$ cat src/rtl/simmem_pkg.sv
// Shared simulated-memory parameters: response bank capacities used to size
// per-bank instances such as the release scheduler.
package simmem_pkg;

    localparam int unsigned WriteRespBankCapacity = 16;
    localparam int unsigned ReadDataBankCapacity  = 16;

endpackage

$ cat src/rtl/simmem_rr_picker.sv
// Combinational round-robin picker: lowest set request at or above the pointer,
// wrapping to the lowest set request overall when nothing lies above it.
module simmem_rr_picker #(
    parameter int unsigned Width    = 16,
    parameter int unsigned IdxWidth = $clog2(Width)
) (
    input  logic [Width-1:0]    req_i,
    input  logic [IdxWidth-1:0] ptr_i,
    output logic [Width-1:0]    pick_onehot_o,
    output logic [IdxWidth-1:0] pick_idx_o,
    output logic                pick_any_o
);

    logic [2*Width-1:0] req_dbl;
    logic [2*Width-1:0] req_masked;

    // The upper copy is unmasked so a search that runs past the top of the
    // lower copy naturally lands on the wrapped-around lowest request.
    always_comb begin
        req_dbl    = {req_i, req_i};
        req_masked = '0;
        for (int i = 0; i < 2 * int'(Width); i++) begin
            req_masked[i] = req_dbl[i] && (i >= int'(ptr_i));
        end
    end

    always_comb begin
        pick_any_o = 1'b0;
        pick_idx_o = '0;
        for (int i = 0; i < 2 * int'(Width); i++) begin
            if (req_masked[i] && !pick_any_o) begin
                pick_any_o = 1'b1;
                pick_idx_o = IdxWidth'(i);
            end
        end
        pick_onehot_o = pick_any_o ? (Width'(1) << pick_idx_o) : '0;
    end

endmodule

$ cat src/rtl/simmem_release_scheduler.sv
// Turns the multi-hot release-enable vector of one response bank into a
// stream of single-slot, round-robin release grants with valid/ready handshake.
module simmem_release_scheduler
    import simmem_pkg::*;
#(
    parameter int unsigned Capacity = WriteRespBankCapacity,
    parameter int unsigned IdxWidth = $clog2(Capacity)
) (
    input  logic                clk_i,
    input  logic                rst_ni,
    input  logic [Capacity-1:0] release_en_i,
    output logic                grant_valid_o,
    output logic [Capacity-1:0] grant_onehot_o,
    output logic [IdxWidth-1:0] grant_idx_o,
    input  logic                grant_ready_i,
    output logic [Capacity-1:0] released_onehot_o
);

    logic                grant_valid_q, grant_valid_d;
    logic [Capacity-1:0] grant_onehot_q, grant_onehot_d;
    logic [IdxWidth-1:0] grant_idx_q, grant_idx_d;
    logic [IdxWidth-1:0] ptr_q, ptr_d;
    logic [Capacity-1:0] last_rel_q, last_rel_d;

    logic                hs;
    logic [Capacity-1:0] cand;
    logic [Capacity-1:0] pick_onehot;
    logic [IdxWidth-1:0] pick_idx;
    logic                pick_any;

    // Slots released now or last cycle may still show a stale enable because
    // the delay calculator clears them one cycle after seeing the feedback.
    always_comb begin
        hs                = grant_valid_q && grant_ready_i;
        released_onehot_o = hs ? grant_onehot_q : '0;
        cand              = release_en_i & ~last_rel_q & ~released_onehot_o;
    end

    simmem_rr_picker #(
        .Width    (Capacity),
        .IdxWidth (IdxWidth)
    ) u_picker (
        .req_i         (cand),
        .ptr_i         (ptr_q),
        .pick_onehot_o (pick_onehot),
        .pick_idx_o    (pick_idx),
        .pick_any_o    (pick_any)
    );

    always_comb begin
        grant_valid_d  = grant_valid_q;
        grant_onehot_d = grant_onehot_q;
        grant_idx_d    = grant_idx_q;
        ptr_d          = ptr_q;
        last_rel_d     = released_onehot_o;

        if (hs || !grant_valid_q) begin
            grant_valid_d  = pick_any;
            grant_onehot_d = pick_onehot;
            grant_idx_d    = pick_idx;
        end

        if (hs) begin
            ptr_d = grant_idx_q + IdxWidth'(1);
        end
    end

    always_ff @(posedge clk_i) begin
        if (!rst_ni) begin
            grant_valid_q  <= 1'b0;
            grant_onehot_q <= '0;
            grant_idx_q    <= '0;
            ptr_q          <= '0;
            last_rel_q     <= '0;
        end else begin
            grant_valid_q  <= grant_valid_d;
            grant_onehot_q <= grant_onehot_d;
            grant_idx_q    <= grant_idx_d;
            ptr_q          <= ptr_d;
            last_rel_q     <= last_rel_d;
        end
    end

    assign grant_valid_o  = grant_valid_q;
    assign grant_onehot_o = grant_onehot_q;
    assign grant_idx_o    = grant_idx_q;

endmodule

$ cat config.mk
export PLATFORM = sky130hd
export DESIGN_NAME = simmem_release_scheduler
export DESIGN_NICKNAME = d
export VERILOG_FILES = /design/src/rtl/simmem_pkg.sv /design/src/rtl/simmem_rr_picker.sv /design/src/rtl/simmem_release_scheduler.sv
export SDC_FILE = /design/constraint.sdc
export NUM_CORES = 1
export LEC_CHECK = 0
export CORE_MARGIN = 3
export CORE_UTILIZATION = 50
export CTS_CLUSTER_SIZE = 25
export DETAILED_ROUTE_END_ITERATION = 8
export PLACE_DENSITY = 0.84
export SLEW_MARGIN = 10
export SYNTH_ARGS = -nofsm -noshare
export SYNTH_HDL_FRONTEND = slang
export SYNTH_SLANG_ARGS = --single-unit
$ cat constraint.sdc
create_clock -name clk_i -period 3.6 [get_ports clk_i]
set_input_delay 0.36 -clock clk_i [delete_from_list [all_inputs] [get_ports clk_i]]
set_output_delay 0.36 -clock clk_i [all_outputs]
set_load 0.1 [all_outputs]
# After elaboration in Yosys (flattened, before gate mapping)
# Cells that the tools add are included.
# W data, S select, Z words.
[word_totals]
output_inout_bits = 37
regBits = 41
inputBits = 19
wordCells = 171
[classes]
bitwise_logic = 4
n_shift = 1
order_cmp = 15
muxes = 65
addsub = 1
n_reduce_logical = 80
[ops]
columns = ["op", "n"]
rows = [
  ["$mux W4", 30],
  ["$logic_and A1 B1 Y1", 47],
  ["$mux W1", 33],
  ["$and A16 B16 Y16", 2],
  ["$logic_not A1 Y1", 32],
  ["$mux W16", 2],
  ["$not A16 Y16", 2],
  ["$ge A4 B4 Y1 const A", 7],
  ["$ge A3 B4 Y1 const A", 4],
  ["$shl A1 B4 Y16 const A", 1],
  ["$ge A1 B4 Y1 const A", 2],
  ["$ge A2 B4 Y1 const A", 2],
  ["$add A4 B1 Y4 const B", 1],
  ["$logic_or A1 B1 Y1", 1],
]

# Depth between registers and ports, before layout
# Gate-level depths: netlist (run 1).
[depth]
ltp_word = 101
depth_mapped = 12
mapped_depth_nobuf = 9

# Cells and area by module
# Synthesis (run 1) repeated with hierarchy kept, for this count alone.
[hier_totals]
hier_cells = 301
hier_area_um2 = 2387.3
[by_module_without_submodules]
columns = ["module", "cells_per_inst", "seq_area_each_um2", "instances", "area_each_um2"]
rows = [
  ["simmem_release_scheduler", 177, 820.8, 1, 1620.3],
  ["simmem_rr_picker", 124, 0.0, 1, 767.0],
]

# Worst setup path after synthesis (run 1)
# Ideal clock, no wire load.
[synth_timing]
path_type = "register -> register"
startpoint = "register grant_valid_q, in the netlist grant_valid_o"
endpoint = "register grant_onehot_q[1], in the netlist grant_onehot_o[1]"
n_path_buf = 2
stages_incl_launch_ff = 12
path_slack_ns = -0.493
required_ns = 3.482
setup_ns = 0.118
synth_period_minus_slack_ns = 4.093
arrival_ns = 3.975
path_cell_list = "dfxtp_1 -> buf_4 -> buf_2 -> and3_1 -> o32ai_1 -> o211a_1 -> nor4_4 -> nand2_1 -> o41ai_1 -> nor4_2 -> and2_1 -> a22o_1"
[synth_between]
elab_cells_between_ends = 148
classes_between = "shift (1); mux (65); bitwise (2); reduce/logical (80)"
[synth_rtl]
columns = ["item", "line", "rtl"]
rows = [
  ["start, declared", "simmem_release_scheduler.sv:19", "logic grant_valid_q, grant_valid_d;"],
  ["start signal, assigned", "simmem_release_scheduler.sv:76", "grant_valid_q <= grant_valid_d;"],
  ["$logic_and A1 B1 Y1 *", "simmem_release_scheduler.sv:34", "hs = grant_valid_q && grant_ready_i;"],
  ["$mux W16 *", "simmem_release_scheduler.sv:35", "released_onehot_o = hs ? grant_onehot_q : '0;"],
  ["named net released_onehot_o[8]", "simmem_release_scheduler.sv:16", "output logic [Capacity-1:0] released_onehot_o"],
  ["$not A16 Y16 *", "simmem_release_scheduler.sv:36", "cand = release_en_i & ~last_rel_q & ~released_onehot_o;"],
  ["$and A16 B16 Y16 *", "simmem_release_scheduler.sv:36", ""],
  ["$logic_and A1 B1 Y1", "simmem_rr_picker.sv:23", "req_masked[i] = req_dbl[i] && (i >= int'(ptr_i));"],
  ["$logic_and A1 B1 Y1", "simmem_rr_picker.sv:31", "if (req_masked[i] && !pick_any_o) begin"],
  ["$mux W1", "simmem_rr_picker.sv:31", ""],
  ["(+63 left out)", "-", ""],
  ["$logic_not A1 Y1", "simmem_rr_picker.sv:31", ""],
  ["$logic_and A1 B1 Y1", "simmem_rr_picker.sv:31", ""],
  ["$mux W1", "simmem_rr_picker.sv:31", ""],
  ["$logic_not A1 Y1", "simmem_rr_picker.sv:31", ""],
  ["$logic_and A1 B1 Y1", "simmem_rr_picker.sv:31", ""],
  ["$mux W4", "simmem_rr_picker.sv:31", ""],
  ["$shl A1 B4 Y16", "simmem_rr_picker.sv:36", "pick_onehot_o = pick_any_o ? (Width'(1) << pick_idx_o) : '0;"],
  ["$mux W16 *", "simmem_rr_picker.sv:36", ""],
  ["end signal, assigned", "simmem_release_scheduler.sv:77", "grant_onehot_q <= grant_onehot_d;"],
  ["end, declared", "simmem_release_scheduler.sv:20", "logic [Capacity-1:0] grant_onehot_q, grant_onehot_d;"],
]
# The timed path passes the listed nets; every way through them passes the cells marked *.
# A chain may end at the register's enable or synchronous reset.

# Worst setup path in the final report (run 1)
[layout_timing]
startpoint = "input port grant_ready_i"
endpoint = "register grant_onehot_q[3], in the netlist grant_onehot_o[3]"
[layout_between]
elab_chain_cells = 101
elab_cells_between_ends = 147
classes_between = "shift (1); mux (65); bitwise (2); reduce/logical (79)"
[layout_lines]
columns = ["item", "line", "rtl"]
rows = [
  ["start, declared", "simmem_release_scheduler.sv:15", "input logic grant_ready_i,"],
  ["$logic_and A1 B1 Y1 *", "simmem_release_scheduler.sv:34", ""],
  ["$mux W16", "simmem_release_scheduler.sv:35", ""],
  ["$not A16 Y16", "simmem_release_scheduler.sv:36", ""],
  ["$and A16 B16 Y16", "simmem_release_scheduler.sv:36", ""],
  ["$logic_and A1 B1 Y1", "simmem_rr_picker.sv:23", ""],
  ["$mux W1", "simmem_rr_picker.sv:31", ""],
  ["$logic_not A1 Y1", "simmem_rr_picker.sv:31", ""],
  ["$logic_and A1 B1 Y1", "simmem_rr_picker.sv:31", ""],
  ["(+85 left out)", "-", ""],
  ["$logic_not A1 Y1", "simmem_rr_picker.sv:31", ""],
  ["$logic_and A1 B1 Y1", "simmem_rr_picker.sv:31", ""],
  ["$mux W1", "simmem_rr_picker.sv:31", ""],
  ["$logic_not A1 Y1", "simmem_rr_picker.sv:31", ""],
  ["$logic_and A1 B1 Y1", "simmem_rr_picker.sv:31", ""],
  ["$mux W4", "simmem_rr_picker.sv:31", ""],
  ["$shl A1 B4 Y16", "simmem_rr_picker.sv:36", ""],
  ["$mux W16", "simmem_rr_picker.sv:36", ""],
]
# Mark *: on every way between the ends. The rest lies on a longest branch, timed or not.

==> results of run 1 <==
[cells by family after synthesis]
family / after synthesis
buf+inv: 38
flops: 41
mux: 1
fa+ha+maj: 1
simple gates: 154
xor+xnor: 2
compound gates: 76
[power by group]
group	internal (mW)	total [mW]	switching, mW
Clock	0.137	0.293	0.157
Combinational	0.109	0.329	0.221
Sequential	0.469	0.492	0.0230
Total	0.714	1.11	0.400
[state kept, by name (all words and copies together) (netlist names)]
signal          count
grant_idx_o         4
grant_valid_o       1
grant_onehot_o     16
ptr_q               4
last_rel_q         16
[cell type report]
| cell class | instances | area (sq um) | share of cell area (%) |
|---|---|---|---|
| Clock buffer | 6 | 72.6 | 2.29 |
| Clock inverter | 2 | 15.0 | 0.474 |
| Inverter | 22 | 82.6 | 2.61 |
| Tap cell | 65 | 81.3 | 2.57 |
| Multi-Input combinational cell | 234 | 1470 | 46.2 |
| Sequential cell | 41 | 822 | 25.9 |
| Timing Repair Buffer | 71 | 631 | 19.9 |
[per-layer routing]
| layer | GRT usage [%] | up-vias |
|---|---|---|
| met5 | 0 | - |
| met4 | 7.79 | 0 |
| met3 | 4.74 | 12 |
| met2 | 42.3 | 126 |
| met1 | 37.6 | 1245 |
| li1 | - | 1275 |
[worst reg2reg max path, cell delays in order (launching register included)]
cell,delay (ns)
dfxtp_2,0.54
nand3_1,0.24
a222oi_1,0.45
buf_4,0.20
nand4_2,0.11
or4_4,0.60
a211oi_2,0.24
nor4_2,0.07
buf_4,0.17
and2_1,0.15
a22o_1,0.20
[cell usage after synthesis (3+ instances only)]
| library cell | number |
|---|---|
| nor4_1 | 3 |
| nor3b_1 | 4 |
| a211oi_1 | 7 |
| nor2b_1 | 15 |
| o211ai_1 | 4 |
| nor2_1 | 15 |
| nand3_1 | 29 |
| nand2_1 | 33 |
| nand4_1 | 3 |
| clkbuf_1 | 7 |
| nand2b_1 | 7 |
| a21oi_1 | 7 |
| and2_1 | 7 |
| inv_1 | 21 |
| nor3_1 | 6 |
| buf_4 | 3 |
| o21ai_1 | 11 |
| and3_1 | 20 |
| a32oi_1 | 5 |
| buf_2 | 5 |
| o21ai_0 | 6 |
| a22o_1 | 8 |
| dfxtp_1 | 41 |
[layout by cell type (no fill, tap or decap), types with 2 or more instances in the layout]
cell	synthesis	final
dfxtp_1	41	40
clkdlybuf4s50_1	0	39
nand2_1	33	33
buf_4	3	32
nand3_1	29	29
inv_1	21	21
and3_1	20	18
nor2b_1	15	15
nor2_1	15	15
o21ai_1	11	11
a22o_1	8	8
and2_1	7	7
nand2b_1	7	7
a21oi_1	7	7
a211oi_1	7	7
o21ai_0	6	6
nor3_1	6	6
a32oi_1	5	5
clkbuf_8	0	5
o211ai_1	4	4
nor3b_1	4	4
nand4_1	3	3
nor4_1	3	3
and3_2	0	2
a222oi_1	2	2
a31oi_1	2	2
a22oi_1	2	2
a221oi_1	2	2
o22ai_1	2	2
o31ai_1	2	2
clkinvlp_4	0	2
[worst max path at each step]
stage,start,slack [ns],endpoint
finish,grant_ready_i,0.33,grant_onehot_o[3]
global route,grant_ready_i,0.17,grant_onehot_o[11]
CTS,grant_ready_i,0.35,grant_onehot_o[3]
detailed placement,grant_ready_i,0.08,grant_onehot_o[3]
global placement,grant_ready_i,0.12,grant_onehot_o[7]
floorplan,grant_onehot_o[9],0.12,grant_onehot_o[1]
==> impl_metrics.json, run 1 <==
{
  "dp_slack_ns": 0.0789,
  "holdWs_ns": 0.507,
  "hp-start": "grant_onehot_o[14]",
  "setup_viol": 0,
  "maxCapViolCount": 0,
  "cts_buffers": 5,
  "hold_path_end": "grant_onehot_o[14]",
  "drt_iter0_drc": 212,
  "leakagePower_nw": 1.36,
  "r2r_cells": 10,
  "vias": 2658,
  "placed_area_sq_um": 3080,
  "filler_cell_count": 368,
  "ys_seq_area_share_pct": 33.6,
  "worstSetupPathType": "primary input to flip-flop",
  "fin_crit_sh_pct": 90.9,
  "cpPeakStageDelay_ns": 0.65,
  "finalSetupTns_ns": 0,
  "max-slew-margin-rel_pct": 33.6,
  "worstPathBufferInverterCount": 3,
  "synth-async-reset-ratio_pct": 0,
  "initial_core_util_pct": 53.9,
  "grt_pass1_vias": 2460,
  "clock-sinks": 41,
  "hold_path_depth": 2,
  "grt_remaining_overflow": 0,
  "synth_top_family_by_area": "simple AND/OR/NAND/NOR gates",
  "synthMuxAreaShare_pct": 0.410,
  "synth_compound_gate_area_share_pct": 22.9,
  "portBuffers": 55,
  "synth_warnings": 0,
  "antenna_left": 0,
  "worst_pin_slew_ns": 0.992,
  "timing.rr.start": "grant_valid_o",
  "power_mw": 1.11,
  "grt_first_pass_wirelength_um": 12500,
  "rsz0062_at_grt": "false",
  "syn_inst": 313,
  "period_needed_ns": 3.27,
  "cp.depth": 12,
  "drt_pre_antenna_iters": 6,
  "r2r_setup_slack_ns": 0.52,
  "path_max_fanout": 10,
  "worstSkewPairLatency_ns": 0.29,
  "synth.largest_area_cell": "dfxtp_1",
  "syn_to_final_growth_pct": 29.7,
  "min_path_type": "flip-flop to flip-flop",
  "cts_resized": 0,
  "fin_area_sq_um": 3170,
  "cp_top_family": "buffers and inverters",
  "synth_simple_gate_area_share_pct": 35.3,
  "root_buffer": "clkbuf_8",
  "routedWlPerCell_um": 17.7,
  "grt_max_degree": 24,
  "htree_levels": 2,
  "synth_cell_types": 63,
  "drt-met1-wl_um": 3450,
  "via_per_inst": 6.03,
  "fp.dieArea_sq_um": 5760,
  "cts_tree": "yes",
  "clk_path_buf_depth": 2,
  "die_w_um": 75.9,
  "fin_skew_ns": 0.00923,
  "max_freq_ghz": 0.306,
  "fp.dieH_um": 75.9,
  "startpoint_type": "primary input",
  "ys_dominant_reg_cell": "dfxtp_1",
  "num_rows": 24,
  "cpMostUsedCell": "buf_4",
  "hold_buffers": 0,
  "netlist.area_leader.share_pct": 33.6,
  "drc": 0,
  "syn_avg_cell_area_sq_um": 7.81,
  "final_core_util_pct": 69.9,
  "vdd_drop_max_mv": 0.292,
  "cts.clk_slew.worst_paths_ns": 0.08,
  "diodes": 0,
  "synth-xor-area-share_pct": 0.717,
  "crit_chain": "clkdlybuf4s50_1 -> buf_4 -> nand3_1 -> a32o_1 -> o2bb2ai_1 -> nor4_4 -> nand2_1 -> o41ai_1 -> nor4_2 -> buf_4 -> and2_1 -> a22o_1",
  "status": "finished, final reports clean",
  "nets": 395,
  "boundaryPins": 56,
  "yosys-top-cells-area": "dfxtp_1 (34%), nand3_1 (5.9%), and3_1 (5.1%)",
  "crit_required_ns": 3.78,
  "syn_area_sq_um": 2440,
  "synth_nets": 333,
  "dr_wl_met2_um": 3720,
  "drive_above_1_share_pct": 14.1,
  "grt_usage_pct": 26.8,
  "layout_setup_ws_ns": 0.329,
  "cts_setup_buffers": 0,
  "synth_seq_cells": 41,
  "critPathArrivalTime_ns": 3.45,
  "stdcell_count": 441,
  "routed-wl-met3_um": 518,
  "hold_viol": 0,
  "report.final.slew_viol_count": 0,
  "synth_fa_ha_area_share_pct": 0.512,
  "grt_antenna_before_repair": 0,
  "reg2reg_to": "grant_onehot_o[3]",
  "top_layer": "met4",
  "cp_slowest_cell": "clkdlybuf4s50_1",
  "dpl.cell_count": 433,
  "wirelength_um": 7790,
  "end_kind": "flip-flop",
  "p_per_area_nw_per_um2": 352,
  "core-area_sq_um": 4530,
  "place_hpwl_um": 6080,
  "place_congestion": 0.898,
  "synth-edff-count": 0
}
No activity file was read; power rests on OpenSTA's default activity.
==> run 2: changes to the inputs <==
--- a/config.mk
+++ b/config.mk
@@ -5,6 +5,7 @@
 export SDC_FILE = /design/constraint.sdc
 export NUM_CORES = 1
 export LEC_CHECK = 0
+export CORE_ASPECT_RATIO = 1.5
 export CORE_MARGIN = 3
 export CORE_UTILIZATION = 50
 export CTS_CLUSTER_SIZE = 25
==> run 2 against run 1 <==
Clock-buffer cell count decreased by 1. Non-clock buffer count is the same. Via count shrank 1.1%. Combinational power hardly changed. Setup slack got worse by 0.23 ns. Clock skew increased by 0.0027 ns. Worst hold slack got worse by 0.014 ns. Critical path depth down 1. Clock power up 25%. Largest cell class unchanged. Largest power group unchanged. Highest routed layer unchanged.
==> impl_metrics.json, run 2 (same netlist as run 1, synthesis figures left out) <==
{
  "layout_commonest_cell": "dfxtp_1",
  "diodes": 0,
  "worstSetupPathType": "primary input to flip-flop",
  "p_comb_share_pct": 27.8,
  "root_buffer": "clkbuf_8",
  "fp.dieH_um": 91.6,
  "sw_frac_of_total_pct": 34.1,
  "min_path_type": "flip-flop to flip-flop",
  "grt_usage_pct": 27.2,
  "clkPwrFrac_pct": 30.8,
  "routedWlPerCell_um": 17.7,
  "cts.clk_slew.worst_paths_ns": 0.09,
  "crit_required_ns": 3.78,
  "worst_pin_slew_ns": 0.974,
  "fin_skew_ns": 0.0119,
  "place_hpwl_um": 6210,
  "boundaryPins": 56,
  "num_rows": 30,
  "max_freq_ghz": 0.286,
  "multi_input_area_sq_um": 1470,
  "setup_viol": 0,
  "drive_above_1_share_pct": 14.4,
  "period_needed_ns": 3.50,
  "drt_pre_antenna_iters": 5,
  "max-slew-margin-rel_pct": 34.5,
  "status": "finished, final reports clean",
  "path_max_fanout": 10,
  "grt_remaining_overflow": 0,
  "hp-start": "grant_onehot_o[14]",
  "antenna_left": 0,
  "nets": 395,
  "timing.rr.start": "grant_valid_o",
  "maxCapViolCount": 0,
  "fin_area_sq_um": 3200,
  "grt_antenna_before_repair": 0,
  "critPathArrivalTime_ns": 3.68,
  "grt_max_degree": 24,
  "drc": 0,
  "critPathLaunch": "grant_ready_i",
  "cts_buffers": 5,
  "via_per_inst": 5.98,
  "placed_area_sq_um": 3080,
  "ff_latch_area_sq_um": 822,
  "portBuffers": 55,
  "end_kind": "flip-flop",
  "wirelength_um": 7770,
  "place_congestion": 0.960,
  "p_int_mw": 0.784,
  "finalSetupTns_ns": 0,
  "hold_viol": 0,
  "drt_iter0_drc": 204,
  "grt_pass1_vias": 2528,
  "cts_tree": "yes",
  "vias": 2629,
  "leakagePower_nw": 1.38,
  "cts_resized": 0,
  "vdd_drop_max_mv": 0.353,
  "startpoint_type": "primary input",
  "p_sw_mw": 0.406,
  "power_mw": 1.19,
  "die_w_um": 63.1,
  "worstSkewPairLatency_ns": 0.29,
  "initial_core_util_pct": 52.9,
  "p_seq_share_pct": 41.4,
  "hold_buffers": 0,
  "grt_first_pass_wirelength_um": 12400,
  "rsz0062_at_grt": "false",
  "p_per_area_nw_per_um2": 372,
  "htree_levels": 2,
  "fp.dieArea_sq_um": 5780,
  "syn_to_final_growth_pct": 30.8,
  "final_cell_mix": "dfxtp_1 (40), clkdlybuf4s50_1 (39), nand2_1 (33), buf_4 (32), nand3_1 (29)",
  "fin_crit_sh_pct": 97.2,
  "filler_cell_count": 396,
  "cts_setup_buffers": 0,
  "report.final.slew_viol_count": 0,
  "clk_path_buf_depth": 2,
  "clock-sinks": 41,
  "core-area_sq_um": 4620
}
-- run 2: path summary, 6_finish.rpt --
kind / to / slack [ns] / cells after the start
hold / removal: grant_onehot_o[14] / 0.49 / 2
setup reg to reg: grant_onehot_o[5] / 0.52 / 9
setup / recovery: grant_onehot_o[5] / 0.1 / 11
hold reg to reg: grant_onehot_o[14] / 0.49 / 2
-- run 2: per-stage QoR --
step	hold slack, ns	utilization, %	instances	worst slack, ns
finish	0.493	69.2	440	0.0994
global route	0.522	69.2	440	0.0120
CTS	0.498	69.2	440	0.188
detailed placement	0.484	66.7	432	-0.0974
global placement	0.480	66.7	432	-0.0519
floorplan	0.610	-	313	0.116
-- run 2: critical path: stages --
cell and delay [ns]:
clkdlybuf4s50_1 0.56, buf_4 0.25, and3_2 0.24, o32ai_1 0.34, o211a_1 0.26, nor4_4 0.07
nand2_1 0.23, o41ai_1 0.12, nor4_2 0.84, nor2b_1 0.16, a22o_1 0.25
-- run 2: power by group through the flow --
stage,clock (mW),combinational (mW),sequential [mW]
2_1_floorplan,0,0.152,0.573
3_3_place_gp,0,0.327,0.502
3_5_place_dp,0,0.326,0.503
4_1_cts,0.374,0.328,0.492
5_1_grt,0.392,0.350,0.495
6_report,0.367,0.330,0.493
-- run 2: final cells by class --
type | count | share of cell area [%]
multi-input cells | 234 | 45.8
flip-flops and latches | 41 | 25.7
well taps | 64 | 2.51
clock buffers | 5 | 2.15
inverters | 22 | 2.58
clock inverters | 3 | 1.45
repair buffers | 71 | 19.7
-- run 2: metal layers --
metal | wire (um) | part of all wire (%) | global-route usage [%]
met1 | 3120 | 40 | 32.1
met2 | 4060 | 52 | 48.7
met3 | 294 | 3.8 | 2.21
met4 | 292 | 3.8 | 12.9
met5 | 0 | 0 | 0
==> run 3: changes to the inputs <==
==> constraint.sdc (replaced) <==
create_clock -name clk_i -period 3.8 [get_ports clk_i]
set_input_delay 0.38 -clock clk_i [delete_from_list [all_inputs] [get_ports clk_i]]
set_output_delay 0.38 -clock clk_i [all_outputs]
set_load 0.05 [all_outputs]
==> run 3 against run 2 <==
Sequential share of layout area is 0.34 points lower. Die area is the same. Wire length increased by 2.5%. Highest routed layer unchanged. Utilization up 0.81 points. Sequential power is 6.5% lower. Non-clock buffer count did not move. Combinational power decreased by 18%. Clock skew shrank 0.0059 ns. Power fell by 8.0%. Global-route usage rose by 0.78 points. Worst hold slack better by 0.0014 ns. First-iteration DRC count grew 23%.
==> impl_metrics.json, run 3 (same netlist as run 1, synthesis figures left out) <==
{
  "period_needed_ns": 3.48,
  "drt_iter0_drc": 251,
  "cts.clk_slew.worst_paths_ns": 0.08,
  "leakagePower_nw": 1.35,
  "vias": 2643,
  "diodes": 0,
  "fin_skew_ns": 0.00599,
  "vdd_drop_max_mv": 0.340,
  "via_per_inst": 6.01,
  "fin_crit_sh_pct": 91.6,
  "syn_to_final_growth_pct": 32.3,
  "grt_pass1_vias": 2537,
  "core-area_sq_um": 4620,
  "rsz0062_at_grt": "false",
  "grt_max_degree": 24,
  "wirelength_um": 7970,
  "num_rows": 30,
  "cts_tree": "yes",
  "maxCapViolCount": 0,
  "startpoint_type": "primary input",
  "filler_cell_count": 384,
  "r2r_setup_slack_ns": 0.55,
  "antenna_left": 0,
  "report.final.slew_viol_count": 0,
  "final_cell_mix": "clkdlybuf4s50_1 (55), dfxtp_1 (41), nand2_1 (33), nand3_1 (29), inv_1 (21)",
  "drc": 0,
  "cts_resized": 0,
  "layout_commonest_cell": "clkdlybuf4s50_1",
  "end_kind": "flip-flop",
  "worst_pin_slew_ns": 0.708,
  "fp.dieArea_sq_um": 5780,
  "power_mw": 1.09,
  "place_congestion": 1.03,
  "grt_remaining_overflow": 0,
  "root_buffer": "clkbuf_8",
  "grt_antenna_before_repair": 0,
  "grt_usage_pct": 27.9,
  "p_per_area_nw_per_um2": 339,
  "status": "finished, final reports clean",
  "cts_setup_buffers": 0,
  "fp.dieH_um": 91.6,
  "hold_buffers": 0,
  "clk_path_buf_depth": 2,
  "htree_levels": 2,
  "crit_required_ns": 3.99,
  "finalSetupTns_ns": 0,
  "max_freq_ghz": 0.287,
  "worstSkewPairLatency_ns": 0.29,
  "initial_core_util_pct": 52.9,
  "routedWlPerCell_um": 18.1,
  "critPathArrivalTime_ns": 3.67,
  "worstSetupPathType": "primary input to flip-flop",
  "hold_viol": 0,
  "clock-sinks": 41,
  "setup_viol": 0,
  "final_core_util_pct": 70.0,
  "place_hpwl_um": 6230,
  "drive_above_1_share_pct": 9.04,
  "portBuffers": 55,
  "die_w_um": 63.1,
  "grt_first_pass_wirelength_um": 12600,
  "drt_pre_antenna_iters": 5,
  "min_path_type": "flip-flop to flip-flop",
  "nets": 395,
  "path_max_fanout": 10,
  "boundaryPins": 56,
  "cts_buffers": 5,
  "max-slew-margin-rel_pct": 52.8
}
run 3: metal layers:
| layer | global-route usage (%) | vias up | part of all wire, % |
|---|---|---|---|
| li1 | - | 1270 | - |
| met1 | 32.5 | 1235 | 40 |
| met2 | 47.9 | 107 | 51 |
| met3 | 3.43 | 31 | 4.2 |
| met4 | 17.5 | 0 | 4.9 |
| met5 | 0 | - | 0 |
run 3: worst paths after layout:
check                                        from           endpoint  cells past startpoint
worst max-delay path                grant_ready_i  grant_onehot_o[3]                     12
worst min-delay path            grant_onehot_o[2]  grant_onehot_o[2]                      2
worst max register to register      grant_valid_o  grant_onehot_o[3]                     11
worst min register to register  grant_onehot_o[2]  grant_onehot_o[2]                      2
run 3: stage by stage:
| step | setup WS [ns] | hold WS, ns | area [sq um] | cells |
|---|---|---|---|---|
| floorplan | 0.487 | 0.610 | 2440 | 313 |
| global placement | 0.0270 | 0.471 | 3120 | 432 |
| detailed placement | 0.0529 | 0.479 | 3120 | 432 |
| CTS | 0.355 | 0.492 | 3230 | 440 |
| global route | 0.160 | 0.521 | 3230 | 440 |
| finish | 0.319 | 0.494 | 3230 | 440 |
run 3: area by class of cell:
class / count / area (sq um) / area share, %
Timing Repair Buffer: 71 / 671 / 20.7
Multi-Input combinational cell: 234 / 1460 / 45.2
Clock buffer: 7 / 86.3 / 2.67
Inverter: 22 / 82.6 / 2.55
Clock inverter: 1 / 30.0 / 0.929
Tap cell: 64 / 80.1 / 2.48
Sequential cell: 41 / 821 / 25.4
run 3: where the power goes:
group | total [mW] | leakage, nW | switching, mW | internal (mW)
registers | 0.461 | 0.333 | 0.0170 | 0.444
clock network | 0.361 | 0.0585 | 0.147 | 0.214
logic | 0.272 | 0.958 | 0.168 | 0.104
run 3: worst max-delay path: stages:
cell and delay (ns):
clkdlybuf4s50_1 0.64, buf_4 0.24, nand3_1 0.17, a32o_1 0.27, o2bb2ai_1 0.25, nor4_4 0.40
nand2_1 0.24, o41ai_1 0.43, nor4_2 0.11, buf_4 0.18, and2_1 0.14, a22o_1 0.20
